### src/rtl/count_ctrl.sv
// Run/hold/clear controller for an external 3-bit up/down counter.
// Debounced-by-synchronizer pushbuttons drive a 4-state FSM and a step-rate prescaler.
module count_ctrl #(
  parameter int unsigned TICK_DIV = 12_500_000
) (
  input  logic       clk,
  input  logic       rst,
  input  logic       btn_start,
  input  logic       btn_stop,
  input  logic       btn_dir,
  input  logic       btn_clr,
  input  logic       bounce,
  input  logic [2:0] q,
  output logic       pause,
  output logic       decrement,
  output logic       cnt_rst_n,
  output logic [1:0] state,
  output logic       dir_down
);

  typedef enum logic [1:0] {
    S_IDLE  = 2'b00,
    S_RUN   = 2'b01,
    S_HOLD  = 2'b10,
    S_CLEAR = 2'b11
  } state_t;

  localparam logic [23:0] TICK_LAST = 24'(TICK_DIV - 1);

  state_t      cur;
  logic [23:0] presc;
  logic [3:0]  btn_raw, sync1, sync2, prev, armed, ev;
  logic [1:0]  vld;
  logic        ev_start, ev_stop, ev_dir, ev_clr;
  logic        tick, override;

  assign btn_raw = {btn_clr, btn_dir, btn_stop, btn_start};

  // A button only arms once the synchronizer has filled and seen it low,
  // so a button held through reset release cannot fire an event.
  always_ff @(posedge clk or posedge rst) begin
    if (rst) begin
      sync1 <= '0;
      sync2 <= '0;
      prev  <= '0;
      armed <= '0;
      vld   <= '0;
    end else begin
      sync1 <= btn_raw;
      sync2 <= sync1;
      prev  <= sync2;
      vld   <= {vld[0], 1'b1};
      armed <= armed | ({4{vld[1]}} & ~sync2);
    end
  end

  assign ev       = sync2 & ~prev & armed;
  assign ev_start = ev[0];
  assign ev_stop  = ev[1];
  assign ev_dir   = ev[2];
  assign ev_clr   = ev[3];

  assign tick     = (cur == S_RUN) && (presc == TICK_LAST);
  assign override = bounce && (((q == 3'd7) && !dir_down) || ((q == 3'd0) && dir_down));

  always_ff @(posedge clk or posedge rst) begin
    if (rst) begin
      cur      <= S_IDLE;
      presc    <= '0;
      dir_down <= 1'b0;
    end else begin
      case (cur)
        S_IDLE: begin
          presc <= '0;
          if (ev_clr)        cur <= S_CLEAR;
          else if (ev_start) cur <= S_RUN;
          if (ev_dir) dir_down <= ~dir_down;
        end
        S_RUN: begin
          presc <= tick ? '0 : presc + 24'd1;
          if (ev_clr) begin
            cur   <= S_CLEAR;
            presc <= '0;
          end else if (ev_stop) begin
            cur <= S_HOLD;
          end
          // Bounce flip first, then the button toggle: both together cancel.
          dir_down <= dir_down ^ (tick & override) ^ ev_dir;
        end
        S_HOLD: begin
          if (ev_clr) begin
            cur   <= S_CLEAR;
            presc <= '0;
          end else if (ev_start) begin
            cur <= S_RUN;
          end
          if (ev_dir) dir_down <= ~dir_down;
        end
        default: begin
          cur   <= S_IDLE;
          presc <= '0;
        end
      endcase
    end
  end

  assign state     = cur;
  assign pause     = !(tick || (cur == S_CLEAR));
  assign cnt_rst_n = (cur != S_CLEAR);
  assign decrement = override ? ~dir_down : dir_down;

endmodule

### config.mk
export PLATFORM = sky130hd
export DESIGN_NAME = count_ctrl
export DESIGN_NICKNAME = d
export VERILOG_FILES = /design/src/rtl/count_ctrl.sv
export SDC_FILE = /design/constraint.sdc
export NUM_CORES = 1
export LEC_CHECK = 0
export CAP_MARGIN = 0
export CORE_ASPECT_RATIO = 0.8
export CORE_MARGIN = 4
export CORE_UTILIZATION = 50
export CTS_CLUSTER_SIZE = 25
export DETAILED_ROUTE_END_ITERATION = 10
export GPL_ROUTABILITY_DRIVEN = 0
export PLACE_DENSITY = 0.79
export SLEW_MARGIN = 15
export SYNTH_ARGS = -nofsm -noshare
export SYNTH_HDL_FRONTEND = slang
export SYNTH_SLANG_ARGS = --single-unit
### constraint.sdc
create_clock -name clk -period 2.35 [get_ports clk]
set_clock_uncertainty 0.2 [all_clocks]
set_input_delay 0.235 -clock clk [delete_from_list [all_inputs] [get_ports clk]]
set_output_delay 0.235 -clock clk [all_outputs]
set_load 0.05 [all_outputs]
==> results.cfg <==
[floorplan]
horiz_die_dim_um = 82.2
core_um2 = 4200
row_count = 21
dieArea_um2 = 5530
vertical_die_dimension_um = 67.3
ios = 16
floorplan.initialDensity_pct = 52.4

[pwr]
pwr_dens_nw_per_um2 = 812
vdd_drop_max_v = 0.000531
p_leak_nw = 1.10
power.total_mw = 2.16

[cts]
cts.htree.levels = 2
root_buffer_selected_by_cts = sky130_fd_sc_hd__clkbuf_8
postCtsHoldBufs = 0
clkSinkCount = 45
path_clk_slew_ns = 0.08
cts_tree = done
clock_insertion_delay_worst_skew_ns = 0.30
cts-buffers-inserted = 5
cts.path.max_buffers = 2

[flow_run]
timing.max_cap.violations = 0

[hold_path]
worstHoldPathType = input pin to asynchronous set/reset pin

[drt]
ant_nets = 0
first_pass_iters = 4
drtIter0Drc = 193
avgViaCountPerCell = 5.63
final_routed_drc_violation_total = 0
drt-wirelength-per-cell_um = 14.5
detail_route.wirelength.met1_um = 2200
drt-total-wl_um = 4430
vias = 1717
routed-wl-met2_um = 1910
top_signal_layer_used = met4
routed-wl-met3_um = 209

[sta]
hold_viol = 0
count_of_pins_over_their_slew_limit = 0
rsz_0062_raised_after_global_routing = true
worst_hold_margin_ns = 0.0514
min_period_ns = 2.25
finalCritPeriodShare_pct = 95.8
report.final.setup_viol = 0
worstMarginPinSlew_ns = 0.696
final.setup.worst_slack_ns = 0.0976
maxClockFrequency_ghz = 0.444
max_slew_margin_pct = 53.3

[setup_path]
criticalPathCategory = flop to output pin
register_to_register_setup_slack_ns = 0.17
setup.worst_path.start_class = flop
required_ns = 1.91
worst-endpoint-arrival_ns = 1.82
timing.critical_path.fanout_max = 4
critical_path.endpoint_type = output pin

[synthesis]
synth_edf_count = 0
synth.avg_cell_area_um2 = 10.3
asyncSetResetFlopFracSynth_pct = 100
synth-seq-area-share_pct = 51.2
synth_top_cells_by_area = sky130_fd_sc_hd__dfrtp_1 51%, sky130_fd_sc_hd__nor2_1 3.6%, sky130_fd_sc_hd__nand2_1 3.2%
post_synth_instance_area_um2 = 2200
postSynthRegisterBits = 45
ys.flop_type = sky130_fd_sc_hd__dfrtp_1
synthDistinctLibCells = 51
synth_nets = 224
synth_largest_area_cell = sky130_fd_sc_hd__dfrtp_1
yosysWarningCount = 0
post_synth_inst_count = 213
synthDominantCellAreaShare_pct = 51.2

[global_route]
number_of_global_route_vias_before_repair = 1629
grt_max_degree = 29
grt_remaining_overflow = 0
grt_first_pass_wirelength_um = 7680
groute.usage.overall_pct = 18.6
antenna_found_initial = 0

[final_layout]
multi_input_area_um2 = 998
syn_to_final_growth_pct = 20.6
final_layout_size_suffix_gt1_share_pct = 19.8
area.sequential_um2 = 1130
antenna-diode-count = 0
nNetsFinal = 258
design_area_um2 = 2650
fillerInstances = 347
finish.utilization_pct = 63.1

[placed_design]
port_buffers = 15
place_hpwl_um = 3200
minimum_setup_slack_after_placement_ns = 0.152
place_area_um2 = 2520

[status]
run_status = complete, no violations
-- kinds of logic (layout without fill, tap and decap cells) --
kind of cell | count (synthesis) | after routing | synth area share, %
other | 1 | 1 | 0.170
adder cells (fa/ha/maj) | 1 | 1 | 0.568
XOR/XNOR | 12 | 12 | 4.78
AO/OA/AOI/OAI | 42 | 42 | 13.5
flip-flops | 45 | 45 | 51.2
buffers and inverters | 19 | 54 | 4.83
AND/OR/NAND/NOR | 93 | 93 | 25.0
-- Yosys cell counts (all sizes together), types with 2 or more instances --
library cell	n
nand2	19
nand4	8
o21ai	4
inv	11
dfrtp	45
and2	2
o2111ai	2
a21oi	6
nor4	7
a21o	5
xnor2	8
nand3b	3
a31oi	10
o22ai	3
a31o	3
nand3	12
or4	2
a22o	4
nand4b	2
xor2	4
buf	6
clkbuf	2
nor2	21
nor3	7
-- area by class of cell --
| cell class | count | share of cell area (%) |
|---|---|---|
| clock buffer | 5 | 2.59 |
| clock inverter | 3 | 0.849 |
| inverter | 11 | 1.56 |
| multi-input combinational | 149 | 37.6 |
| sequential | 45 | 42.5 |
| tap | 57 | 2.69 |
| timing repair buffer | 35 | 12.2 |
-- worst max-delay path, cell delays in order (launching register included) --
cell	delay, ns
sky130_fd_sc_hd__dfrtp_1	0.39
sky130_fd_sc_hd__ha_1	0.20
sky130_fd_sc_hd__nand3_2	0.08
sky130_fd_sc_hd__or2_1	0.27
sky130_fd_sc_hd__nor3_2	0.23
sky130_fd_sc_hd__buf_4	0.16
sky130_fd_sc_hd__a21oi_2	0.03
sky130_fd_sc_hd__buf_6	0.15
-- power by group --
part / internal [mW] / switching (mW) / total [mW]
logic: 0.318 / 0.503 / 0.821
clock network: 0.211 / 0.267 / 0.478
registers: 0.821 / 0.0361 / 0.857
-- placed cells by master (no fill, tap or decap), types with 6 or more instances in the layout --
cell type / netlist / routed
sky130_fd_sc_hd__a31oi_1: 10 / 10
sky130_fd_sc_hd__xnor2_1: 8 / 8
sky130_fd_sc_hd__dfrtp_1: 45 / 44
sky130_fd_sc_hd__nor2_1: 21 / 21
sky130_fd_sc_hd__inv_1: 11 / 10
sky130_fd_sc_hd__clkdlybuf4s50_1: 0 / 13
sky130_fd_sc_hd__buf_4: 1 / 19
sky130_fd_sc_hd__nand2_1: 19 / 19
sky130_fd_sc_hd__nand3_1: 11 / 11
sky130_fd_sc_hd__nand4_1: 6 / 6
-- through the flow --
stage | TNS (ns) | instances
3_5_place_dp | 0 | 295
4_1_cts | 0 | 303
5_1_grt | -0.0801 | 305
2_1_floorplan | 0 | 213
3_3_place_gp | 0 | 295
6_report | 0 | 305
-- worst paths after layout --
check | start | endpoint | depth (start not counted)
setup / recovery | presc[0]$_DFFE_PP0P_ | pause | 7
hold / removal | rst | presc[4]$_DFFE_PP0P_ | 2
setup reg to reg | presc[5]$_DFFE_PP0P_ | presc[14]$_DFFE_PP0P_ | 6
hold reg to reg | sync1[0]$_DFF_PP0_ | sync2[0]$_DFF_PP0_ | 0
max in group asynchronous | rst | presc[13]$_DFFE_PP0P_ | 3
min in group clk | sync1[0]$_DFF_PP0_ | sync2[0]$_DFF_PP0_ | 0
-- flip-flops by register name, indices dropped and copies added (netlist names) --
| register | cells |
|---|---|
| presc | 24 |
| armed | 4 |
| prev | 4 |
| sync1 | 4 |
| sync2 | 4 |
| state | 2 |
| vld | 2 |
| dir_down | 1 |
-- routing by layer --
metal / track usage, % / vias to the layer above
li1: - / 840
met2: 25.8 / 44
met4: 9.13 / 0
met1: 27.5 / 823
met3: 3.87 / 10
met5: 0 / -
-- repair_timing --
| item | in CTS | in global routing |
|---|---|---|
| endpoints found under the setup margin | 1 | 5 |
| buffers inserted | 0 | 2 |
| pin swaps | 0 | 3 |
| resized for setup | 2 | 4 |
No activity file was read; power rests on OpenSTA's default activity.
